<file path="src/rtl/wb_port_arbiter_pkg.sv">
// Shared widths and starvation-FSM state encoding for the writeback port arbiter.
// No logic: constants and types only.
// Imported by wb_port_arbiter and wb_result_fifo.
package wb_port_arbiter_pkg;

  localparam int REG_ADDR_W = 5;
  localparam int XLEN       = 32;

  typedef enum logic [1:0] {
    ST_IDLE  = 2'd0,
    ST_WAIT  = 2'd1,
    ST_FORCE = 2'd2
  } starve_state_e;

endpackage

</file>
<file path="src/rtl/wb_result_fifo.sv">
// Circular buffer holding long-latency results until the RF write port is free.
// Latency: an entry pushed on an edge is visible at the head from the next cycle.
// Backpressure: the caller must not push when full_o or pop when empty_o.
module wb_result_fifo
  import wb_port_arbiter_pkg::*;
#(
  parameter int DEPTH = 2,
  localparam int PTR_W = $clog2(DEPTH),
  localparam int CNT_W = $clog2(DEPTH) + 1
) (
  input  logic                  clk,
  input  logic                  rst,
  input  logic                  push_i,
  input  logic                  pop_i,
  input  logic [REG_ADDR_W-1:0] rd_i,
  input  logic [XLEN-1:0]       data_i,
  output logic [REG_ADDR_W-1:0] head_rd_o,
  output logic [XLEN-1:0]       head_data_o,
  output logic [CNT_W-1:0]      count_o,
  output logic                  full_o,
  output logic                  empty_o
);

  logic [REG_ADDR_W-1:0] rd_mem_q   [DEPTH];
  logic [XLEN-1:0]       data_mem_q [DEPTH];
  logic [PTR_W-1:0]      wr_ptr_q, wr_ptr_d;
  logic [PTR_W-1:0]      rd_ptr_q, rd_ptr_d;
  logic [CNT_W-1:0]      count_q,  count_d;

  // Pointer and occupancy next-state; pointers wrap naturally since DEPTH is a power of two.
  always_comb begin
    wr_ptr_d = wr_ptr_q;
    rd_ptr_d = rd_ptr_q;
    count_d  = count_q;
    if (push_i) wr_ptr_d = wr_ptr_q + PTR_W'(1);
    if (pop_i)  rd_ptr_d = rd_ptr_q + PTR_W'(1);
    count_d = count_q + CNT_W'(push_i) - CNT_W'(pop_i);
  end

  // Pointer and occupancy registers.
  always_ff @(posedge clk or posedge rst) begin
    if (rst) begin
      wr_ptr_q <= '0;
      rd_ptr_q <= '0;
      count_q  <= '0;
    end else begin
      wr_ptr_q <= wr_ptr_d;
      rd_ptr_q <= rd_ptr_d;
      count_q  <= count_d;
    end
  end

  // Storage needs no reset: occupancy alone decides which entries are live.
  always_ff @(posedge clk) begin
    if (push_i) begin
      rd_mem_q[wr_ptr_q]   <= rd_i;
      data_mem_q[wr_ptr_q] <= data_i;
    end
  end

  assign head_rd_o   = rd_mem_q[rd_ptr_q];
  assign head_data_o = data_mem_q[rd_ptr_q];
  assign count_o     = count_q;
  assign full_o      = (count_q == CNT_W'(DEPTH));
  assign empty_o     = (count_q == '0);

endmodule

</file>
<file path="src/rtl/wb_port_arbiter.sv">
// Shares the single RF write port between pipeline writeback (priority) and queued mul/div results.
// Latency: pipe writes pass through combinationally; queued results reach the RF >= 1 cycle after accept.
// Backpressure: lu_ready_o drops while the queue is full; stall_pipe_o requests a bubble on starvation.
module wb_port_arbiter
  import wb_port_arbiter_pkg::*;
#(
  parameter int DEPTH        = 2,
  parameter int STARVE_LIMIT = 4
) (
  input  logic                  clk,
  input  logic                  rst,
  input  logic                  pipe_wr_en_wb_i,
  input  logic [REG_ADDR_W-1:0] pipe_rd_wb_i,
  input  logic [XLEN-1:0]       pipe_data_wb_i,
  input  logic                  issue_valid_i,
  input  logic [REG_ADDR_W-1:0] issue_rd_i,
  input  logic                  lu_valid_i,
  input  logic [REG_ADDR_W-1:0] lu_rd_i,
  input  logic [XLEN-1:0]       lu_data_i,
  output logic                  lu_ready_o,
  output logic                  rf_we_o,
  output logic [REG_ADDR_W-1:0] rf_waddr_o,
  output logic [XLEN-1:0]       rf_wdata_o,
  output logic [31:0]           busy_rd_o,
  output logic                  stall_pipe_o
);

  localparam int CNT_W = $clog2(DEPTH) + 1;
  localparam int SC_W  = $clog2(STARVE_LIMIT + 1);

  logic                  pw;
  logic                  fifo_push, fifo_pop;
  logic [REG_ADDR_W-1:0] head_rd;
  logic [XLEN-1:0]       head_data;
  logic [CNT_W-1:0]      fifo_count;
  logic                  fifo_full, fifo_empty;
  logic                  blocked, drains;

  starve_state_e         state_q, state_d;
  logic [SC_W-1:0]       starve_cnt_q, starve_cnt_d;
  logic                  stall_q, stall_d;
  logic [31:0]           busy_q, busy_d;

  // A write to x0 is architecturally void, so it never claims the port.
  assign pw         = pipe_wr_en_wb_i && (pipe_rd_wb_i != '0);
  // Readiness looks at occupancy only: a full queue draining this cycle still refuses.
  assign lu_ready_o = !rst && !fifo_full;
  assign fifo_push  = lu_valid_i && lu_ready_o;
  assign fifo_pop   = !pw && !fifo_empty;
  assign blocked    = pw && !fifo_empty;
  // Queue will hold nothing after this edge.
  assign drains     = fifo_pop && !fifo_push && (fifo_count == CNT_W'(1));

  wb_result_fifo #(.DEPTH(DEPTH)) u_fifo (
    .clk         (clk),
    .rst         (rst),
    .push_i      (fifo_push),
    .pop_i       (fifo_pop),
    .rd_i        (lu_rd_i),
    .data_i      (lu_data_i),
    .head_rd_o   (head_rd),
    .head_data_o (head_data),
    .count_o     (fifo_count),
    .full_o      (fifo_full),
    .empty_o     (fifo_empty)
  );

  // Port select: pipe first, then the queue head; a popped x0 head is dropped without a write.
  always_comb begin
    rf_we_o    = 1'b0;
    rf_waddr_o = pipe_rd_wb_i;
    rf_wdata_o = pipe_data_wb_i;
    if (pw) begin
      rf_we_o = 1'b1;
    end else if (!fifo_empty) begin
      rf_we_o    = (head_rd != '0);
      rf_waddr_o = head_rd;
      rf_wdata_o = head_data;
    end
    if (rst) rf_we_o = 1'b0;
  end

  // Scoreboard: clear on pop, then set on issue so a same-rd collision leaves the bit set.
  always_comb begin
    busy_d = busy_q;
    if (fifo_pop) busy_d[head_rd] = 1'b0;
    if (issue_valid_i && (issue_rd_i != '0)) busy_d[issue_rd_i] = 1'b1;
    busy_d[0] = 1'b0;
  end

  // Starvation FSM: count consecutive blocked cycles, request a bubble at the limit.
  always_comb begin
    state_d      = state_q;
    starve_cnt_d = starve_cnt_q;
    stall_d      = stall_q;
    case (state_q)
      ST_IDLE: begin
        if (fifo_push) begin
          state_d      = ST_WAIT;
          starve_cnt_d = '0;
        end
      end
      ST_WAIT: begin
        if (fifo_pop) begin
          starve_cnt_d = '0;
          if (drains) state_d = ST_IDLE;
        end else if (blocked) begin
          if (starve_cnt_q == SC_W'(STARVE_LIMIT - 1)) begin
            starve_cnt_d = SC_W'(STARVE_LIMIT);
            state_d      = ST_FORCE;
            stall_d      = 1'b1;
          end else begin
            starve_cnt_d = starve_cnt_q + SC_W'(1);
          end
        end
      end
      ST_FORCE: begin
        if (fifo_pop) begin
          stall_d      = 1'b0;
          starve_cnt_d = '0;
          state_d      = drains ? ST_IDLE : ST_WAIT;
        end
      end
      default: begin
        state_d      = ST_IDLE;
        starve_cnt_d = '0;
        stall_d      = 1'b0;
      end
    endcase
  end

  // State, counter, stall request and scoreboard registers.
  always_ff @(posedge clk or posedge rst) begin
    if (rst) begin
      state_q      <= ST_IDLE;
      starve_cnt_q <= '0;
      stall_q      <= 1'b0;
      busy_q       <= '0;
    end else begin
      state_q      <= state_d;
      starve_cnt_q <= starve_cnt_d;
      stall_q      <= stall_d;
      busy_q       <= busy_d;
    end
  end

  assign busy_rd_o    = busy_q;
  assign stall_pipe_o = stall_q;

endmodule

</file>
<file path="config.mk">
export PLATFORM = sky130hd
export DESIGN_NAME = wb_port_arbiter
export DESIGN_NICKNAME = d
export VERILOG_FILES = /design/src/rtl/wb_port_arbiter_pkg.sv /design/src/rtl/wb_result_fifo.sv /design/src/rtl/wb_port_arbiter.sv
export SDC_FILE = /design/constraint.sdc
export NUM_CORES = 1
export LEC_CHECK = 0
export CAP_MARGIN = 10
export CORE_ASPECT_RATIO = 0.6
export CORE_MARGIN = 3
export CORE_UTILIZATION = 42
export DETAILED_ROUTE_END_ITERATION = 8
export MAX_ROUTING_LAYER = met4
export PLACE_DENSITY = 0.76
export RECOVER_POWER = 100
export SYNTH_ARGS = -nofsm -noshare
export SYNTH_HDL_FRONTEND = slang
export SYNTH_SLANG_ARGS = --single-unit
</file>
<file path="constraint.sdc">
create_clock -name clk -period 3.5 [get_ports clk]
set_input_delay 0.7 -clock clk [delete_from_list [all_inputs] [get_ports clk]]
set_output_delay 0.7 -clock clk [all_outputs]
set_load 0.005 [all_outputs]
</file>
# Word level (Yosys, flattened, before mapping)
# Memories as Yosys holds them, arrays and structs flattened.
# Cells that the tools add are included.
dict set report op_classes {
  eq_ne 13
  n_reduce_logical 23
  muxes 34
  n_addsub 5
  n_lt_le_gt_ge 4
  bitwise_logic 4
}
# op n
set ops {}
lappend ops {{32-bit 2-to-1 mux} 4}
lappend ops {{32-bit bitwise AND} 1}
lappend ops {{32-bit NOT} 1}
lappend ops {{32-bit bitwise OR} 1}
lappend ops {{3-bit 2-to-1 mux} 5}
lappend ops {{5-bit nonzero test} 3}
lappend ops {{5-bit by 6-bit less-than comparator with 1-bit output, second input constant} 2}
lappend ops {{1-bit 2-to-1 mux} 12}
lappend ops {{2-bit 2-to-1 mux} 6}
lappend ops {{1-bit demux with 5-bit select} 2}
lappend ops {{5-bit by 1-bit greater-or-equal comparator with 1-bit output, second input constant} 2}
lappend ops {{1-bit logical AND} 10}
lappend ops {{5-bit 2-to-1 mux} 2}
lappend ops {{2-bit != test, second input constant} 5}
lappend ops {{5-bit AND reduction} 2}
lappend ops {{3-bit != test, second input constant} 3}
lappend ops {{3-bit case mux with 3 select lines} 1}
lappend ops {{2-bit case mux with 3 select lines} 1}
lappend ops {{1-bit zero test} 5}
lappend ops {{2-bit by 1-bit == test with 1-bit output, second input constant} 2}
lappend ops {{2-bit == test, second input constant} 2}
lappend ops {{2-bit zero test} 2}
lappend ops {{3-bit by 1-bit adder with 3-bit output, second input constant} 1}
lappend ops {{3-bit by 2-bit == test with 1-bit output, second input constant} 1}
lappend ops {{other kinds (6)} 7}
dict set report totals {
  word_cells 92
  ramBits 74
  memories 2
  ff_bits 41
  input_bits 84
  output_inout_bits 72
}
# memory depth word_bits read_ports rd_clocked_by_memory_dff write_ports line
set mem_list {}
lappend mem_list {u_fifo.data_mem_q 2 32 1 0 1 wb_result_fifo.sv:25} ;# logic [XLEN-1:0] data_mem_q [DEPTH];
lappend mem_list {u_fifo.rd_mem_q 2 5 1 0 1 wb_result_fifo.sv:24} ;# logic [REG_ADDR_W-1:0] rd_mem_q [DEPTH];

# Logic depth before layout (Yosys ltp)
# Gate-level depths: netlist of run 1.
dict set report logic_depth {
  depth_word 10
  mapped_depth 9
  ltp_nobuf 8
}

# Hierarchy
# Synthesis of run 1 repeated with hierarchy kept, for this count alone.
dict set report hier_totals {
  hier_cells 350
  hier_area_um2 5123.7
}
# module area_per_inst_um2 seq_area_each_um2 n_inst cells_per_inst
set by_module_without_submodules {}
lappend by_module_without_submodules {wb_result_fifo 2952.8 2322.2 1 131}
lappend by_module_without_submodules {wb_port_arbiter 2170.8 925.9 1 219}

# Worst setup path after synthesis of run 1
# OpenSTA, ideal clock, no wires.
dict set report synth_timing {
  kind {input port to flip-flop}
  from {input port rst}
  to {memory u_fifo.data_mem_q[0][0] (enable)}
  t_arrival_ns 3.414
  n_path_buf 0
  stages 2
  required_time_ns 3.022
  setup_slack_ns -0.391
  setup_time_ns 0.478
  cell_sequence {nand2b_1 -> nor3_1}
}
dict set report synth_via {
  elab_chain_cells 5
}
# element line
set synth_rtl {}
lappend synth_rtl {{start: declaration} wb_port_arbiter.sv:11} ;# input logic rst,
lappend synth_rtl {{1-bit zero test (no line)} n/a}
lappend synth_rtl {{1-bit logical AND} wb_port_arbiter.sv:47} ;# assign lu_ready_o = !rst && !fifo_full;
lappend synth_rtl {{1-bit logical AND} wb_port_arbiter.sv:48} ;# assign fifo_push = lu_valid_i && lu_ready_o;
lappend synth_rtl {{1-bit 2-to-1 mux} wb_result_fifo.sv:55} ;# if (push_i) begin
lappend synth_rtl {{1-bit 2-to-1 mux (implied by the code)} wb_result_fifo.sv:57} ;# data_mem_q[wr_ptr_q] <= data_i;
lappend synth_rtl {{end: declaration} wb_result_fifo.sv:25}
# No other way between the ends.

# Worst setup path after layout of run 1
dict set report layout_timing {
  from {input port pipe_rd_wb_i[3]}
  to {output port rf_waddr_o[2]}
}
dict set report layout_via {
  elab_chain_cells 3
}
# element line
set layout_rtl {}
lappend layout_rtl {{start: declaration} wb_port_arbiter.sv:13} ;# input logic [REG_ADDR_W-1:0] pipe_rd_wb_i,
lappend layout_rtl {{5-bit nonzero test} wb_port_arbiter.sv:45} ;# assign pw = pipe_wr_en_wb_i && (pipe_rd_wb_i != '0);
lappend layout_rtl {{1-bit logical AND} wb_port_arbiter.sv:45}
lappend layout_rtl {{5-bit 2-to-1 mux} wb_port_arbiter.sv:73} ;# if (pw) begin
lappend layout_rtl {{end: declaration} wb_port_arbiter.sv:22} ;# output logic [REG_ADDR_W-1:0] rf_waddr_o,
# No other way between the ends.

==> metrics, run 1 <==
largest net degree at the start of global routing=42; clk_lat worst skew=0.40 ns; multi-input logic area=1570 um^2; die area=13200 um^2; CORE AREA=11400 um^2; number of distinct library cells after synthesis=44; DIE WIDTH=146 um; final hold violation count=0; Filler cells=913; Psw=1700 uW; post-synth top area share=44.9%; Gate power share=33.6%; total track usage=20.4%; RSZ-0062 raised after global routing=no; FP Rows=30; gp weighted congestion=0.923; vias in the first global route=3929; final setup fails=0; power share of the clock group=29.7%; leakage=0.00283 uW; sequential area share after synthesis=65.7%; leading post-synthesis cells by cell area=edfxtp_1, dfrtp_1, o21ai_0; grt total ovfl=0; most common cell in the netlist=o21ai_0; Root Driver=clkbuf_16; DP Wirelength=9590 um; cell count after synthesis=401; hold_buf cts=0; Initial Util=43.4%; outcome=finished clean; Avg Cell Area, Syn=12.3 um^2; CTS Sinks=115; layout cells sized above 1=8.73%; maxcap violations=0; drt initial violations=135; Max clock buf depth=2; min Tclk post-route=3.39 ns; area occupied by registers=3250 um^2; Rel. slew slack=24.4%; Crit path required time=2.80 ns; number of flops mapped to enable cells by yosys=74; final setup margin=0.113 ns; initial antenna violation count=2; worst path arrival time=2.69 ns; Cell Pwr Density=751 nW/um^2; total number of vias=3889; critical path fanouts, max=10; Setup Slack @ Placement=0.229 ns; worst hold path class=register to register; Max Slew Vio Count=0; Synth area leader=edfxtp_1; clock-pin slew on the worst setup and hold paths=0.06 ns; vias per std cell=5.21; CTS tree=yes; Syn. warnings=0; average wire per standard cell=17.4 um; Crit Path Category=primary input to primary output; Worst Tran Pin Value=1.13 ns; postcts setup bufs=0; final period utilization=96.8%; switch share=31.2%; Nets=659; Antenna Nets Post-Route=0; CP Capture Type=primary output; final wirelength=13000 um; Peak VDD IR=0.000536 V; cell area after synthesis=4950 um^2; Post-CTS Resized=0; highest clock rate=295 MHz; Synth Register Bits=115; Commonest cells post-synth=o21ai_0, edfxtp_1, nand2_1; Flop pwr share=36.7%; first-pass GRT wire length=20400 um; dominant synthesized flop cell=edfxtp_1; Int Power=3750 uW; Util after Layout=63.6%; Synth async-reset ratio=35.7%; syn nets=489; DRT Pass-1 Iters=4; Fin Clk Skew=0.00821 ns; drc violations=0; port bufs=154; Layout area overhead=46.8%; die span in y=90.1 um; htree depth=4; crit path launch type=primary input; CTS buffer count=17; Boundary Pins=156; setup_tns=0 ns
-- power groups by stage --
stage	sequential, uW	combinational (uW)	clock [uW]
after floorplan	1980	915	0
after global placement	2010	1950	0
after detailed placement	2030	2000	0
after CTS	2010	2010	1650
after global routing	2030	2000	1720
final	2000	1830	1620
-- worst paths after layout --
path	startpoint	cells past startpoint	slack (ns)	end
setup / recovery	pipe_rd_wb_i[3]	7	0.11	rf_waddr_o[2]
hold / removal	stall_pipe_o	1	0.48	stall_pipe_o
setup reg to reg	u_fifo.count_o[0]	7	0.73	state_q[0]
hold reg to reg	stall_pipe_o	1	0.48	stall_pipe_o
max in group asynchronous	rst	3	2.09	u_fifo.rd_ptr_q
min in group asynchronous	rst	3	0.99	state_q[1]
-- cells by family (layout without fill, tap and decap cells) --
| logic type | Yosys count | in the layout | synth area share [%] |
|---|---|---|---|
| fa+ha+maj | 4 | 4 | 1.01 |
| xor+xnor | 4 | 4 | 0.708 |
| mux | 37 | 37 | 7.61 |
| flops | 115 | 115 | 65.7 |
| buf+inv | 27 | 210 | 2.23 |
| compound gates | 117 | 117 | 13.8 |
| simple gates | 96 | 96 | 8.90 |
| other cells | 1 | 4 | 0.0758 |
-- sequential cells by signal, summed over array words and instances, names as in the netlist --
| signal | flops |
|---|---|
| u_fifo.count_o | 2 |
| u_fifo.wr_ptr_q | 1 |
| starve_cnt_q | 3 |
| u_fifo.rd_ptr_q | 1 |
| u_fifo.data_mem_q | 64 |
| state_q | 2 |
| u_fifo.rd_mem_q | 10 |
| busy_rd_o | 31 |
| stall_pipe_o | 1 |
-- cell type report --
| class | count | area share (%) |
|---|---|---|
| timing repair buffer | 166 | 22.3 |
| multi-input combinational | 259 | 21.7 |
| inverter | 12 | 0.620 |
| clock inverter | 13 | 1.28 |
| sequential | 115 | 44.8 |
| clock buffer | 19 | 6.55 |
| tap | 160 | 2.76 |
| antenna | 3 | 0.103 |
-- worst max-delay path: stages --
cell and delay (ns):
clkdlybuf4s50_1 0.43, nor2_1 0.32, a31oi_4 0.15, inv_1 0.28, nor2_1 0.08, a31oi_1 0.19
clkdlybuf4s50_1 0.53
-- per-layer routing --
metal,up-vias,track usage [%],share of wire [%]
met5,-,-,0
met4,0,6.42,1.2
met3,15,6.05,7.0
met2,173,31.2,47
met1,1871,26.5,45
li1,1830,-,-
-- cells in the final DEF, fill, tap and decap left out, types with 2 or more instances in the layout --
| cell type | n |
|---|---|
| a21o_1 | 2 |
| a21oi_1 | 3 |
| a31oi_1 | 2 |
| buf_4 | 6 |
| clkbuf_1 | 3 |
| clkbuf_16 | 19 |
| clkbuf_4 | 2 |
| clkdlybuf4s50_1 | 57 |
| clkinv_2 | 2 |
| clkinv_4 | 3 |
| dfrtp_1 | 40 |
| diode_2 | 3 |
| dlygate4sd3_1 | 97 |
| edfxtp_1 | 74 |
| ha_1 | 4 |
| inv_1 | 12 |
| inv_4 | 5 |
| inv_6 | 2 |
| mux2i_1 | 35 |
| nand2_1 | 58 |
| nand2b_1 | 7 |
| nand3_1 | 2 |
| nand3b_1 | 5 |
| nor2_1 | 10 |
| nor3_1 | 5 |
| o21ai_0 | 92 |
| o22ai_1 | 3 |
| o2bb2ai_1 | 4 |
| o32ai_1 | 4 |
| or3b_2 | 2 |
| xnor2_1 | 3 |
-- stage by stage --
stage	instances	hold slack (ns)	total power, uW	area (um^2)
after floorplan	401	0.443	2900	4950
after global placement	712	0.459	3950	6740
after detailed placement	712	0.477	4030	6740
after CTS	744	0.489	5660	7310
after global routing	746	0.517	5750	7260
final	747	0.484	5450	7260
Note: power is estimated with default switching activity, not from simulation.
==> inputs of run 2 (changes only) <==
--- a/config.mk
+++ b/config.mk
@@ -5,7 +5,6 @@
 export SDC_FILE = /design/constraint.sdc
 export NUM_CORES = 1
 export LEC_CHECK = 0
-export CAP_MARGIN = 10
 export CORE_ASPECT_RATIO = 0.6
 export CORE_MARGIN = 3
 export CORE_UTILIZATION = 42
==> results of run 2 <==
The final DEF is identical to that of run 1; final timing and power are the same.
